===== src/rtl/mul_share_arbiter.sv =====
// rtl/mul_share_arbiter.sv - round-robin sharing of one external signed multiplier between two requesters
// Only one operation is in flight; operands are held for MUL_LAT cycles before the product is captured.
module mul_share_arbiter #(
    parameter int WIDTH   = 8,
    parameter int MUL_LAT = 1
) (
    input  logic                 clk,
    input  logic                 rst,
    input  logic                 req0_valid,
    output logic                 req0_ready,
    input  logic [WIDTH-1:0]     req0_a,
    input  logic [WIDTH-1:0]     req0_b,
    output logic                 rsp0_valid,
    input  logic                 rsp0_ready,
    output logic [2*WIDTH-1:0]   rsp0_result,
    input  logic                 req1_valid,
    output logic                 req1_ready,
    input  logic [WIDTH-1:0]     req1_a,
    input  logic [WIDTH-1:0]     req1_b,
    output logic                 rsp1_valid,
    input  logic                 rsp1_ready,
    output logic [2*WIDTH-1:0]   rsp1_result,
    output logic [WIDTH-1:0]     mul_a,
    output logic [WIDTH-1:0]     mul_b,
    input  logic [2*WIDTH-1:0]   mul_result,
    output logic                 busy,
    output logic                 grant_id
);

    localparam int CW = (MUL_LAT < 2) ? 1 : $clog2(MUL_LAT + 1);

    typedef enum logic [1:0] {S_IDLE, S_EXEC, S_RESP} state_t;

    state_t               r_state;
    logic                 r_prio;
    logic [CW-1:0]        r_cnt;
    logic [2*WIDTH-1:0]   r_result;
    logic [WIDTH-1:0]     r_mul_a;
    logic [WIDTH-1:0]     r_mul_b;
    logic                 r_grant;
    logic                 r_busy;
    logic                 r_rsp0_valid;
    logic                 r_rsp1_valid;

    logic                 w_any;
    logic                 w_winner;
    logic                 w_accept;
    logic                 w_rsp_hs;

    // Contention goes to the pointer; a lone requester always wins.
    assign w_any    = req0_valid | req1_valid;
    assign w_winner = (req0_valid && req1_valid) ? r_prio : req1_valid;
    assign w_accept = !rst && (r_state == S_IDLE) && w_any;
    assign w_rsp_hs = r_grant ? rsp1_ready : rsp0_ready;

    assign req0_ready  = w_accept && !w_winner;
    assign req1_ready  = w_accept && w_winner;
    assign rsp0_valid  = r_rsp0_valid;
    assign rsp1_valid  = r_rsp1_valid;
    assign rsp0_result = r_rsp0_valid ? r_result : '0;
    assign rsp1_result = r_rsp1_valid ? r_result : '0;
    assign mul_a       = r_mul_a;
    assign mul_b       = r_mul_b;
    assign busy        = r_busy;
    assign grant_id    = r_grant;

    always_ff @(posedge clk) begin
        if (rst) begin
            r_state      <= S_IDLE;
            r_prio       <= 1'b0;
            r_cnt        <= '0;
            r_result     <= '0;
            r_mul_a      <= '0;
            r_mul_b      <= '0;
            r_grant      <= 1'b0;
            r_busy       <= 1'b0;
            r_rsp0_valid <= 1'b0;
            r_rsp1_valid <= 1'b0;
        end else begin
            case (r_state)
                S_IDLE: begin
                    if (w_accept) begin
                        r_mul_a <= w_winner ? req1_a : req0_a;
                        r_mul_b <= w_winner ? req1_b : req0_b;
                        r_grant <= w_winner;
                        r_prio  <= ~w_winner;
                        r_cnt   <= CW'(MUL_LAT);
                        r_busy  <= 1'b1;
                        r_state <= S_EXEC;
                    end
                end
                S_EXEC: begin
                    r_cnt <= r_cnt - CW'(1);
                    if (r_cnt == CW'(1)) begin
                        r_result     <= mul_result;
                        r_rsp0_valid <= ~r_grant;
                        r_rsp1_valid <= r_grant;
                        r_state      <= S_RESP;
                    end
                end
                S_RESP: begin
                    if (w_rsp_hs) begin
                        r_rsp0_valid <= 1'b0;
                        r_rsp1_valid <= 1'b0;
                        r_busy       <= 1'b0;
                        r_state      <= S_IDLE;
                    end
                end
                default: begin
                    r_state <= S_IDLE;
                    r_busy  <= 1'b0;
                end
            endcase
        end
    end

endmodule


===== config.mk =====
export PLATFORM = sky130hd
export DESIGN_NAME = mul_share_arbiter
export DESIGN_NICKNAME = d
export VERILOG_FILES = /design/src/rtl/mul_share_arbiter.sv
export SDC_FILE = /design/constraint.sdc
export NUM_CORES = 1
export LEC_CHECK = 0
export CAP_MARGIN = 20
export CORE_ASPECT_RATIO = 0.6
export CORE_UTILIZATION = 39
export CTS_CLUSTER_SIZE = 40
export DETAILED_ROUTE_END_ITERATION = 8
export GPL_TIMING_DRIVEN = 1
export PLACE_DENSITY = 0.81
export SLEW_MARGIN = 5
export SYNTH_ARGS = -nofsm -noshare
export SYNTH_HDL_FRONTEND = slang
export SYNTH_SLANG_ARGS = --single-unit

===== constraint.sdc =====
create_clock -name clk -period 2.35 [get_ports clk]
set_input_delay 0.705 -clock clk [delete_from_list [all_inputs] [get_ports clk]]
set_output_delay 0.705 -clock clk [all_outputs]
set_load 0.03 [all_outputs]

==> flow_summary.yaml <==
clock_network:
  cts.sinks: 40
  clk_latency_ps: 280
  cts-root-buf: "clkbuf_8"
  cts_buffers: 5
  clk_path_buf_depth: 2
  cts.clk_slew.worst_paths_ps: 70
  h-tree-depth: 2
  cts_tree: "built"
setup_path:
  path_cells: "buf_4 > and2_1 > clkdlybuf4s50_1"
  critPathLaunchType: "flip-flop"
  path_class: "reg2out"
  path_buf_inv: 2
  cp-end-kind: "primary output"
  crit_required_ps: 1640
  critPathSlowestCell: "clkdlybuf4s50_1"
  max_stage_delay_ps: 660
  crit_arrival_ps: 1580
  crit_fanout: 6
  crit_family: "buffers and inverters"
sta:
  clock_skew_ps: 5.961
  tightest_slew_ps: 737.1
  period_share_pct: 97.43
  post-route-min-period_ps: 2290
  slew_headroom_pct: 50.86
  hold_slack_ps: 465.9
  max_freq_mhz: 436.8
  setup_tns_ps: 0
  hold_violations: 0
  report.final.slew_viol_count: 0
  setup_viol_count_final: 0
  rsz0062_at_grt: "no"
cells_and_area:
  final_layout_size_suffix_gt1_share_pct: 9.687
  fill_cells: 416
  layout.nets: 405
  area_growth_pct: 64.49
  antennaDiodeCount: 0
synthesis:
  synth_top_area_cell: "dfxtp_1"
  synthCells: 241
  syn-num-nets: 295
  syn_area_um2: 1994
  synthArstFlopShare_pct: 0
  yosys_warnings: 0
  yosysMostFrequentCell: "dfxtp_1"
  synth_common_cells: "dfxtp_1, a21oi_1, nand2_1, and2_1, o21ai_0"
  synth_cell_type_count: 32
  synth-edff-count: 0
  synth-seq-cells: 40
  synth.area.top_cells: "dfxtp_1, and2_1, a21oi_1"
  synth_top_area_share_pct: 40.15
  synth_flop_cell: "dfxtp_1"
  synth.yosys.seq_area_share_pct: 40.15
  syn_area_per_cell_um2: 8.276
power:
  p_sw_share_pct: 30.45
  intPower_mw: 1.263
  power.share.clock_pct: 26.7
  ir_drop_v: 0.0002876
  p_leak_nw: 1.510
  combPwrFrac_pct: 29.8
  p_per_area_nw_per_um2: 553.7
  p_seq_share_pct: 43.4
  switching_power_mw: 0.5530
min_path:
  hp-class: "reg2reg"
place:
  dp_hpwl_um: 4303
  gp_congestion: 0.7692
  io_buffers: 107
grt:
  grt_pass1_vias: 1978
  gr-total-overflow: 0
  grt_antenna_before_repair: 0
  grt_max_degree: 37
  grt_pass1_wl_um: 9280
  grt_usage_pct: 22.18
job:
  maxCapViolCount: 0
floorplan:
  die_h_um: 57.39
  ios: 108
  die_area_um2: 5413
  fp.dieW_um: 94.32
  core_area_um2: 4731
  start_util_pct: 42.16
  rows: 19
outcome:
  status: "finished, final reports clean"
detailed_routing:
  routedWlPerCell_um: 14.42
  wl_um: 5968
  drt_iter0_drc: 76
  detail-route-antenna-nets: 0
  first_pass_iters: 6
  routed_via_density: 5.159
  vias: 2136
  route.detailed.drc: 0
[sequential cells by signal, summed over array words and instances (netlist names)]
signal,count
r_prio,1
mul_b,8
r_result,16
r_cnt,1
rsp1_valid,1
rsp0_valid,1
r_state,2
busy,1
grant_id,1
mul_a,8
[timing repair]
| action | CTS | global route |
|---|---|---|
| hold buffers | 0 | 0 |
| gates resized for setup | 8 | 18 |
| endpoints found under the setup margin | 7 | 18 |
| pin swaps | 0 | 0 |
| endpoints found under the hold margin | 0 | 0 |
| setup buffers | 0 | 0 |
[cells by family (layout without fill, tap and decap cells)]
| logic type | after synthesis | after routing | share of synthesized area, % |
|---|---|---|---|
| multiplexers | 1 | 1 | 0.5019 |
| AND/OR/NAND/NOR | 98 | 98 | 28.48 |
| flip-flops | 40 | 40 | 40.15 |
| buffers and inverters | 23 | 133 | 6.650 |
| AO/OA/AOI/OAI | 79 | 79 | 24.22 |
[power by group through the flow]
stage / registers (mW) / clock network, mW / logic (mW)
floorplan: 0.868 / 0 / 0.241
global placement: 0.801 / 0 / 0.534
detailed placement: 0.803 / 0 / 0.543
CTS: 0.788 / 0.497 / 0.544
global route: 0.797 / 0.530 / 0.583
finish: 0.789 / 0.486 / 0.542
[final cells by class]
class / count / area, um^2 / share of cell area, %
multi-input cells: 178 / 1072 / 32.68
well taps: 63 / 78.83 / 2.403
clock buffers: 7 / 96.34 / 2.937
flip-flops and latches: 40 / 800.8 / 24.41
repair buffers: 123 / 1221 / 37.22
inverters: 3 / 11.26 / 0.3432
[stage by stage]
stage	utilization, %	cell area [um^2]	instances	total power, mW	worst slack [ps]
finish	69.35	3281	414	1.816	60.45
global route	69.35	3281	414	1.909	11.13
CTS	68.39	3236	414	1.829	0.7309
detailed placement	66.46	3144	407	1.346	-200.2
global placement	66.46	3144	407	1.334	-227.6
floorplan	-	2006	241	1.108	8.645
[cell usage in the layout (no fill, tap or decap), types with 2 or more instances in the layout]
master and instances:
o21ai_0 18, nand2b_1 3, o211ai_1 2, clkbuf_8 7
dlymetal6s2s_1 18, a311oi_1 16, clkdlybuf4s50_1 79, dlygate4sd2_1 7
nand3b_1 16, buf_4 17, and2_1 33, inv_1 2
nor3_4 2, nand2_1 34, a21oi_1 38, dfxtp_1 40
[layer usage]
metal	global-route usage (%)	part of all wire [%]
met5	0	0
met4	5.275	0.42
met3	6.667	7.7
met2	35.30	43
met1	29.63	49
[final timing paths]
path / start / endpoint / slack, ps / cells past startpoint
worst max-delay path: rsp0_valid / rsp0_result[6] / 60 / 3
worst min-delay path: r_result[0] / r_result[0] / 470 / 2
worst max register to register: r_state[1] / r_result[1] / 760 / 3
worst min register to register: r_result[0] / r_result[0] / 470 / 2
[worst reg2reg max path: cells and delay by family, from the launching register on]
kind            cells  cell delay, ps
compound gates      1             160
flops               1             460
simple gates        2             910
(Power assumes the default switching activity.)
